$ cat config.mk
export PLATFORM = sky130hd
export DESIGN_NAME = control_sequencer_flat
export DESIGN_NICKNAME = d
export VERILOG_FILES = /design/src/rtl/cpu_defs.sv /design/src/rtl/control_sequencer_if.sv /design/src/rtl/control_sequencer.sv /design/src/flat_wrapper.sv
export SDC_FILE = /design/constraint.sdc
export NUM_CORES = 1
export LEC_CHECK = 0
export ABC_AREA = 1
export BUFFER_PORTS_ARGS = -buffer_cell sky130_fd_sc_hd__buf_2
export CAP_MARGIN = 20
export CORE_MARGIN = 2
export CORE_UTILIZATION = 31
export CTS_CLUSTER_SIZE = 24
export DETAILED_ROUTE_END_ITERATION = 6
export GPL_TIMING_DRIVEN = 0
export HOLD_SLACK_MARGIN = 0.02
export PLACE_DENSITY = 0.85
export SYNTH_ARGS = -nofsm -noshare
export SYNTH_HDL_FRONTEND = slang
export SYNTH_SLANG_ARGS = --single-unit
$ cat constraint.sdc
create_clock -name Clock -period 1.5 [get_ports Clock]
set_clock_uncertainty 0.15 [all_clocks]
set_input_delay 0.225 -clock Clock [delete_from_list [all_inputs] [get_ports Clock]]
set_output_delay 0.225 -clock Clock [all_outputs]
set_load 0.01 [all_outputs]
$ cat src/rtl/cpu_defs.sv
// Shared CPU definitions: opcodes, ALU control codes, sequencer state
// encoding and the opcode-to-ALU map used by the sequencer, datapath and ALU.
package cpu_defs;

  typedef enum logic [2:0] {
    FETCH0 = 3'd0,
    FETCH1 = 3'd1,
    FETCH2 = 3'd2,
    EXEC3  = 3'd3,
    EXEC4  = 3'd4,
    EXEC5  = 3'd5,
    PAUSE  = 3'd6,
    HALT   = 3'd7
  } seq_state_e;

  localparam logic [4:0] OP_ADD  = 5'b00011;
  localparam logic [4:0] OP_SUB  = 5'b00100;
  localparam logic [4:0] OP_AND  = 5'b00101;
  localparam logic [4:0] OP_OR   = 5'b00110;
  localparam logic [4:0] OP_HALT = 5'b11011;

  localparam logic [4:0] ALU_NOP = 5'b00000;
  localparam logic [4:0] ALU_AND = 5'b00001;
  localparam logic [4:0] ALU_OR  = 5'b00010;
  localparam logic [4:0] ALU_ADD = 5'b00011;
  localparam logic [4:0] ALU_SUB = 5'b00100;

  // Every control output of the sequencer, in one bundle so reset can clear it at once.
  typedef struct packed {
    logic       PCout;
    logic       MARin;
    logic       IncrementPC;
    logic       Zin;
    logic       ZLOout;
    logic       PCin;
    logic       Read;
    logic       MDRin;
    logic       MDRout;
    logic       IRin;
    logic       Yin;
    logic       Rout;
    logic       Rin;
    logic       Gra;
    logic       Grb;
    logic       Grc;
    logic [4:0] ALUControl;
    logic       Run;
    logic       IllegalOp;
  } seq_ctl_t;

  function automatic logic is_alu_op(input logic [4:0] op);
    return (op == OP_ADD) || (op == OP_SUB) || (op == OP_AND) || (op == OP_OR);
  endfunction

  function automatic logic [4:0] alu_ctrl(input logic [4:0] op);
    case (op)
      OP_ADD:  return ALU_ADD;
      OP_SUB:  return ALU_SUB;
      OP_AND:  return ALU_AND;
      OP_OR:   return ALU_OR;
      default: return ALU_NOP;
    endcase
  endfunction

endpackage

$ cat src/rtl/control_sequencer_if.sv
// Sequencer <-> datapath bundle: instruction/memory status in, datapath strobes out.
interface control_sequencer_if;
  logic [31:0] IR;
  logic        MemReady;
  logic        Stop;
  logic        PCout, MARin, IncrementPC, Zin, ZLOout, PCin, Read, MDRin;
  logic        MDRout, IRin, Yin, Rout, Rin, Gra, Grb, Grc;
  logic [4:0]  ALUControl;
  logic        Run;
  logic        IllegalOp;

  modport master (
    input  IR, MemReady, Stop,
    output PCout, MARin, IncrementPC, Zin, ZLOout, PCin, Read, MDRin,
           MDRout, IRin, Yin, Rout, Rin, Gra, Grb, Grc, ALUControl, Run, IllegalOp
  );

  modport slave (
    output IR, MemReady, Stop,
    input  PCout, MARin, IncrementPC, Zin, ZLOout, PCin, Read, MDRin,
           MDRout, IRin, Yin, Rout, Rin, Gra, Grb, Grc, ALUControl, Run, IllegalOp
  );
endinterface

$ cat src/rtl/control_sequencer.sv
// Moore fetch/execute sequencer for a single-bus datapath; PCin alone also
// looks at MemReady so the PC reload lands on the cycle memory data arrives.
module control_sequencer
  import cpu_defs::*;
(
  input  logic                       Clock,
  input  logic                       Resetn,
  control_sequencer_if.master        bus
);

  seq_state_e state_q, state_d;
  seq_ctl_t   ctl, ctl_out;
  logic [4:0] op;
  logic       unused_ir;

  assign op        = bus.IR[31:27];
  assign unused_ir = ^bus.IR[26:0];

  always_ff @(posedge Clock or negedge Resetn) begin
    if (!Resetn) state_q <= FETCH0;
    else         state_q <= state_d;
  end

  always_comb begin
    state_d = state_q;
    ctl     = '0;
    case (state_q)
      FETCH0: begin
        ctl.Run         = 1'b1;
        ctl.PCout       = 1'b1;
        ctl.MARin       = 1'b1;
        ctl.IncrementPC = 1'b1;
        ctl.Zin         = 1'b1;
        state_d         = FETCH1;
      end
      FETCH1: begin
        ctl.Run    = 1'b1;
        ctl.ZLOout = 1'b1;
        ctl.Read   = 1'b1;
        ctl.MDRin  = 1'b1;
        if (bus.MemReady) begin
          ctl.PCin = 1'b1;
          state_d  = FETCH2;
        end
      end
      FETCH2: begin
        ctl.Run    = 1'b1;
        ctl.MDRout = 1'b1;
        ctl.IRin   = 1'b1;
        state_d    = EXEC3;
      end
      EXEC3: begin
        ctl.Run = 1'b1;
        if (is_alu_op(op)) begin
          ctl.Grb  = 1'b1;
          ctl.Rout = 1'b1;
          ctl.Yin  = 1'b1;
          state_d  = EXEC4;
        end else if (op == OP_HALT) begin
          state_d = HALT;
        end else begin
          ctl.IllegalOp = 1'b1;
          state_d       = FETCH0;
        end
      end
      EXEC4: begin
        ctl.Run        = 1'b1;
        ctl.Grc        = 1'b1;
        ctl.Rout       = 1'b1;
        ctl.Zin        = 1'b1;
        ctl.ALUControl = alu_ctrl(op);
        state_d        = EXEC5;
      end
      EXEC5: begin
        ctl.Run    = 1'b1;
        ctl.ZLOout = 1'b1;
        ctl.Gra    = 1'b1;
        ctl.Rin    = 1'b1;
        state_d    = bus.Stop ? PAUSE : FETCH0;
      end
      PAUSE:   state_d = bus.Stop ? PAUSE : FETCH0;
      HALT:    state_d = HALT;
      default: state_d = FETCH0;
    endcase
  end

  // Reset clears outputs combinationally so strobes drop without waiting for a clock.
  assign ctl_out = Resetn ? ctl : '0;

  assign bus.PCout       = ctl_out.PCout;
  assign bus.MARin       = ctl_out.MARin;
  assign bus.IncrementPC = ctl_out.IncrementPC;
  assign bus.Zin         = ctl_out.Zin;
  assign bus.ZLOout      = ctl_out.ZLOout;
  assign bus.PCin        = ctl_out.PCin;
  assign bus.Read        = ctl_out.Read;
  assign bus.MDRin       = ctl_out.MDRin;
  assign bus.MDRout      = ctl_out.MDRout;
  assign bus.IRin        = ctl_out.IRin;
  assign bus.Yin         = ctl_out.Yin;
  assign bus.Rout        = ctl_out.Rout;
  assign bus.Rin         = ctl_out.Rin;
  assign bus.Gra         = ctl_out.Gra;
  assign bus.Grb         = ctl_out.Grb;
  assign bus.Grc         = ctl_out.Grc;
  assign bus.ALUControl  = ctl_out.ALUControl;
  assign bus.Run         = ctl_out.Run;
  assign bus.IllegalOp   = ctl_out.IllegalOp;

endmodule

$ cat src/flat_wrapper.sv
// flat-port wrapper written by rule: the top's interface ports become plain ports
module control_sequencer_flat import cpu_defs::*;
  (Clock, Resetn, bus_IR, bus_MemReady, bus_Stop, bus_PCout, bus_MARin, bus_IncrementPC, bus_Zin, bus_ZLOout, bus_PCin, bus_Read, bus_MDRin, bus_MDRout, bus_IRin, bus_Yin, bus_Rout, bus_Rin, bus_Gra, bus_Grb, bus_Grc, bus_ALUControl, bus_Run, bus_IllegalOp);
  control_sequencer_if bus_i ();
  input  logic Clock;
  input  logic Resetn;
  input wire logic [$bits(bus_i.IR)-1:0] bus_IR;
  input wire logic [$bits(bus_i.MemReady)-1:0] bus_MemReady;
  input wire logic [$bits(bus_i.Stop)-1:0] bus_Stop;
  output wire logic [$bits(bus_i.PCout)-1:0] bus_PCout;
  output wire logic [$bits(bus_i.MARin)-1:0] bus_MARin;
  output wire logic [$bits(bus_i.IncrementPC)-1:0] bus_IncrementPC;
  output wire logic [$bits(bus_i.Zin)-1:0] bus_Zin;
  output wire logic [$bits(bus_i.ZLOout)-1:0] bus_ZLOout;
  output wire logic [$bits(bus_i.PCin)-1:0] bus_PCin;
  output wire logic [$bits(bus_i.Read)-1:0] bus_Read;
  output wire logic [$bits(bus_i.MDRin)-1:0] bus_MDRin;
  output wire logic [$bits(bus_i.MDRout)-1:0] bus_MDRout;
  output wire logic [$bits(bus_i.IRin)-1:0] bus_IRin;
  output wire logic [$bits(bus_i.Yin)-1:0] bus_Yin;
  output wire logic [$bits(bus_i.Rout)-1:0] bus_Rout;
  output wire logic [$bits(bus_i.Rin)-1:0] bus_Rin;
  output wire logic [$bits(bus_i.Gra)-1:0] bus_Gra;
  output wire logic [$bits(bus_i.Grb)-1:0] bus_Grb;
  output wire logic [$bits(bus_i.Grc)-1:0] bus_Grc;
  output wire logic [$bits(bus_i.ALUControl)-1:0] bus_ALUControl;
  output wire logic [$bits(bus_i.Run)-1:0] bus_Run;
  output wire logic [$bits(bus_i.IllegalOp)-1:0] bus_IllegalOp;
  assign bus_i.IR = bus_IR;
  assign bus_i.MemReady = bus_MemReady;
  assign bus_i.Stop = bus_Stop;
  assign bus_PCout = bus_i.PCout;
  assign bus_MARin = bus_i.MARin;
  assign bus_IncrementPC = bus_i.IncrementPC;
  assign bus_Zin = bus_i.Zin;
  assign bus_ZLOout = bus_i.ZLOout;
  assign bus_PCin = bus_i.PCin;
  assign bus_Read = bus_i.Read;
  assign bus_MDRin = bus_i.MDRin;
  assign bus_MDRout = bus_i.MDRout;
  assign bus_IRin = bus_i.IRin;
  assign bus_Yin = bus_i.Yin;
  assign bus_Rout = bus_i.Rout;
  assign bus_Rin = bus_i.Rin;
  assign bus_Gra = bus_i.Gra;
  assign bus_Grb = bus_i.Grb;
  assign bus_Grc = bus_i.Grc;
  assign bus_ALUControl = bus_i.ALUControl;
  assign bus_Run = bus_i.Run;
  assign bus_IllegalOp = bus_i.IllegalOp;
  control_sequencer u_core (.Clock(Clock), .Resetn(Resetn), .bus(bus_i));
endmodule
# Word-level counts from Yosys, hierarchy flattened
# Index checks and enable logic that the tools add are counted.
[totals]
word_cells = 46
reg_bits = 3
[classes]
n_reduce_logical = 8
muxes = 24
eq_ne = 13
[ops]
columns = ["cell", "n"]
rows = [
  ["$mux 23", 1],
  ["$pmux 3 s7", 1],
  ["$mux 3", 6],
  ["$eq 5x3->1 const B", 3],
  ["$eq 3x3->1 const B", 4],
  ["$pmux 3 s4", 1],
  ["$mux 1", 10],
  ["$eq 3x2->1 const B", 2],
  ["$mux 2", 3],
  ["$mux 6", 1],
  ["$reduce_or 2->1", 3],
  ["$reduce_or 6->1", 1],
  ["$eq 5x2->1 const B", 1],
  ["$eq 5x5->1 const B", 1],
  ["$eq 3x1->1 const B", 1],
  ["$logic_not 3->1", 1],
  ["$logic_or 1x1->1", 3],
  ["$ne 2x2->1 const B", 1],
  ["$pmux 1 s2", 1],
]

# Longest topological paths before layout
[depth]
depth_word = 7
depth_mapped = 8

# Worst setup path after synthesis
# No wires, ideal clock.
[synth_timing]
path_kind = "register to output"
from = "register u_core.state_q[2]"
to = "output port bus_MDRout"
t_arrival_ns = 1.145
stages_incl_launch_ff = 5
setup_slack_ns = -0.020
n_path_buf = 1
cell_sequence = "dfrtp_1 > inv_2 > nand2_4 > nor3_1 > buf_4"
[synth_between]
elab_chain_cells = 3
[synth_lines]
columns = ["item", "line_no", "source"]
rows = [
  ["start: declaration", "control_sequencer.sv:11", "seq_state_e state_q, state_d;"],
  ["start signal: assignment", "control_sequencer.sv:21", "else state_q <= state_d;"],
  ["$eq 3x2->1", "control_sequencer.sv:27", "case (state_q)"],
  ["$mux 2", "control_sequencer.sv:27", ""],
  ["$mux 23", "control_sequencer.sv:88", "assign ctl_out = Resetn ? ctl : '0;"],
  ["end: declaration", "flat_wrapper.sv:18", "output wire logic [$bits(bus_i.MDRout)-1:0] bus_MDRout;"],
]
# Every way passes these cells.

# Worst setup path in the final report
[layout_timing]
from = "register u_core.state_q[0]"
to = "output port bus_ALUControl[0]"
[layout_between]
elab_chain_cells = 3
[layout_lines]
columns = ["item", "line_no", "source"]
rows = [
  ["$eq 3x3->1", "control_sequencer.sv:27", ""],
  ["$mux 6", "control_sequencer.sv:27", ""],
  ["$mux 23", "control_sequencer.sv:88", ""],
  ["end: declaration", "flat_wrapper.sv:26", "output wire logic [$bits(bus_i.ALUControl)-1:0] bus_ALUControl;"],
]
# Every way passes these cells.

==> reports/results.txt <==
For the final max-slew violation count, the log shows 0. Maximum clock insertion buffer count: 2. The flow ran to the end, but the final reports show violations. After clock tree synthesis, the clock-pin slew on the worst setup and hold paths is 0.04 ns.

The multi-input combinational cells in the finished layout cover a total of 338 sq um. Cells with a size suffix above 1 make up 69.0% of the layout. The final layout contains routed wiring with a total length of 1.29 mm.

In the final layout, the registers with the most flip-flops are u_core.state_q x3. The average vias per placed instance came out at 4.43. The final reports fail on negative setup slack.

The peak fanout along the critical path is 5, and the final weighted congestion in routability-driven placement is 0.823. Detailed placement ended at an HPWL of 859 um. The largest register by flop count was u_core.state_q.

In the synthesized netlist, the number of instances is 70. Summing all flip-flop and latch instances after layout gives 76.3 sq um. Before antenna repair, the detailed router went through 3 iterations. Number of global-route vias before repair: 535. The flop and latch count out of synthesis came out at 3.

The die is 42.6 um tall. In the routed design, unresolved DRC markers number 0. At the end of the flow the core is filled with cells to 60.4%.

Max-cap violations in this run came to 0. In the global route stage, overall resource usage came out at 15.6%. Biggest area consumer among synthesized cells: sky130_fd_sc_hd__dfrtp_1. The wire length per cell works out to 9.82 um. The critical path is of the flip-flop to output pin type. The worst hold margin is 0.142 ns, and the total leakage power is 0.482 nW. The post-route worst setup slack was -0.200 ns; the number of buffers inserted by port buffering was 29.

The share of synthesized area in the top cell type comes to 16.2%. From left edge to right edge, the die measures 42.6 um. For this design the top-level I/O count stands at 59. Leading cell type in the layout, fill and taps excluded: sky130_fd_sc_hd__buf_2. The logs give 6 for the maximum number of pins on one net before global-route repair and 13 for the number of core rows. The average instance in the mapped netlist occupies 6.61 sq um. For the initial antenna violation count, the log shows 0. The first routing iteration left 3 violations. The register with the most flip-flops in the layout has 3 of them. The number of CTS-inserted buffers is 3. Setup repair after global routing could not meet its margin everywhere. The initial utilization of the core area, before any placement, comes to 34.3%.

The number of sinks on the clock net is 3. The root buffer cell chosen for the clock tree is sky130_fd_sc_hd__clkbuf_4. After filler insertion, the fill cell instance count of the layout stands at 128. The logs give 22 for the number of unique standard cell types used by synthesis and 0 for the yosys synthesis warning count. The repair_antennas step left the layout with diodes totalling 0. The final net count came out at 153. The first global-routing pass estimated 2.15 mm of wire. The die covers 1820 sq um.

The cell area that synthesis handed to floorplanning was 463 sq um. For this run the aggregate overflow at the end of global routing stands at 0. Once detail routing completed, the nets flagged for antenna violations numbered 0.

Ranked by total cell area, the synthesized netlist is headed by sky130_fd_sc_hd__dfrtp_1, sky130_fd_sc_hd__buf_4, sky130_fd_sc_hd__nor2_1. The growth of design area from synthesis to finish is 76.2%, and the number of failing hold endpoints at the final stage is 0. The worst hold path belongs to the class input pin to flip-flop. Dividing total power by cell area gives a power density of 1440 nW/um^2. TritonCTS built the clock tree. For this block, the via count after detailed routing is 580. The depth of the CTS H-tree came out at 1.

The insertion delay to the later sink of the worst-skew pair is 0.23 ns. Leaving out fill and tap cells, the most frequent cells in the layout are sky130_fd_sc_hd__buf_2, sky130_fd_sc_hd__buf_4, sky130_fd_sc_hd__nor2_1, sky130_fd_sc_hd__nand2_1. STA classifies the critical path endpoint as an output pin.

Post-layout minimum cycle time: 1.70 ns. Maximum vdd drop: 0.000594 V. The placeable core region is 1350 sq um, and the final number of setup-violating endpoints is 20. The tools report the startpoint class of the critical path as a flip-flop. Data on the critical path is required at its endpoint by 1.12 ns. The run gives 16.2% as the sequential area share after synthesis. The run gives 1.33 ns as the worst endpoint data arrival time. Timing would allow up to 588 MHz.

The share of the cycle needed by the critical path after routing is 113%.
## repair_timing
| action | 4_1_cts | 5_1_grt |
|---|---|---|
| resized for setup | 7 | 8 |
| setup buffers | 6 | 5 |
| pin swaps | 5 | 1 |
| hold buffers | 1 | 0 |
| endpoints found under the setup margin | 20 | 21 |
| endpoints found under the hold margin | 3 | 0 |
## per-layer routing
layer	up-vias	track usage, %	wire [um]	part of all wire [%]
met5	-	0	0	0
li1	303	-	-	-
met3	0	3.88	79	6.1
met2	24	25.5	673	52
met4	0	11.9	0	0
met1	253	16.8	534	41
## synth_stat cells
cell,instances
sky130_fd_sc_hd__a21oi_1,2
sky130_fd_sc_hd__a21oi_2,1
sky130_fd_sc_hd__buf_4,8
sky130_fd_sc_hd__conb_1,1
sky130_fd_sc_hd__dfrtp_1,3
sky130_fd_sc_hd__inv_1,7
sky130_fd_sc_hd__inv_2,3
sky130_fd_sc_hd__nand2_1,9
sky130_fd_sc_hd__nand2_2,5
sky130_fd_sc_hd__nand2_4,1
sky130_fd_sc_hd__nand3_1,4
sky130_fd_sc_hd__nand3_2,2
sky130_fd_sc_hd__nand4_2,1
sky130_fd_sc_hd__nor2_1,10
sky130_fd_sc_hd__nor2_2,2
sky130_fd_sc_hd__nor2_4,3
sky130_fd_sc_hd__nor3_1,2
sky130_fd_sc_hd__nor3_2,2
sky130_fd_sc_hd__nor3b_1,1
sky130_fd_sc_hd__o21ai_0,1
sky130_fd_sc_hd__o21ai_1,1
sky130_fd_sc_hd__o21bai_1,1
## per-stage QoR
step	power (mW)	setup WS, ns	std cells	setup TNS [ns]	cell area, sq um
floorplan	0.589	0.0567	71	0	477
global placement	0.735	-0.0373	115	-0.0373	641
detailed placement	0.751	-0.0575	115	-0.0837	641
CTS	1.05	-0.189	126	-2.07	744
global route	1.27	-0.258	131	-3.36	816
finish	1.18	-0.200	131	-1.89	816
## power by group
group	internal, mW	switching, mW	leakage, nW
combinational	0.415	0.443	0.432
clock	0.0996	0.0421	0.0150
sequential	0.125	0.0508	0.0352
total	0.639	0.536	0.482
## critical path, stage by stage (launching register included)
cell                      delay, ns
sky130_fd_sc_hd__dfrtp_1       0.41
sky130_fd_sc_hd__nor2_2        0.16
sky130_fd_sc_hd__inv_2         0.07
sky130_fd_sc_hd__nor2_4        0.11
sky130_fd_sc_hd__nand2_4       0.08
sky130_fd_sc_hd__a21oi_2       0.12
sky130_fd_sc_hd__buf_2         0.14
## final cells by class
type	instances	area share, %
Multi-Input combinational cell	50	41.4
Tap cell	15	2.30
Clock buffer	4	3.22
Inverter	10	4.91
Sequential cell	3	9.36
Buffer	8	7.36
Timing Repair Buffer	41	31.4
## path summary, 6_finish.rpt
kind	from	end	slack [ns]	cells after the start
max in group asynchronous	Resetn	u_core.state_q[2]	0.75	2
max reg2reg	u_core.state_q[0]	u_core.state_q[2]	0.25	5
min	bus_MemReady	u_core.state_q[1]	0.14	3
max	u_core.state_q[0]	bus_ALUControl[0]	-0.20	6
min in group asynchronous	Resetn	u_core.state_q[1]	0.28	2
min reg2reg	u_core.state_q[1]	u_core.state_q[0]	0.61	3
## logic make-up (layout without fill, tap and decap cells)
family | Yosys count | after routing | synth area share (%)
AO/OA/AOI/OAI | 6 | 6 | 7.84
other | 1 | 2 | 0.810
buffers and inverters | 18 | 63 | 21.1
AND/OR/NAND/NOR | 42 | 42 | 54.1
flip-flops | 3 | 3 | 16.2
(Power assumes the default switching activity.)
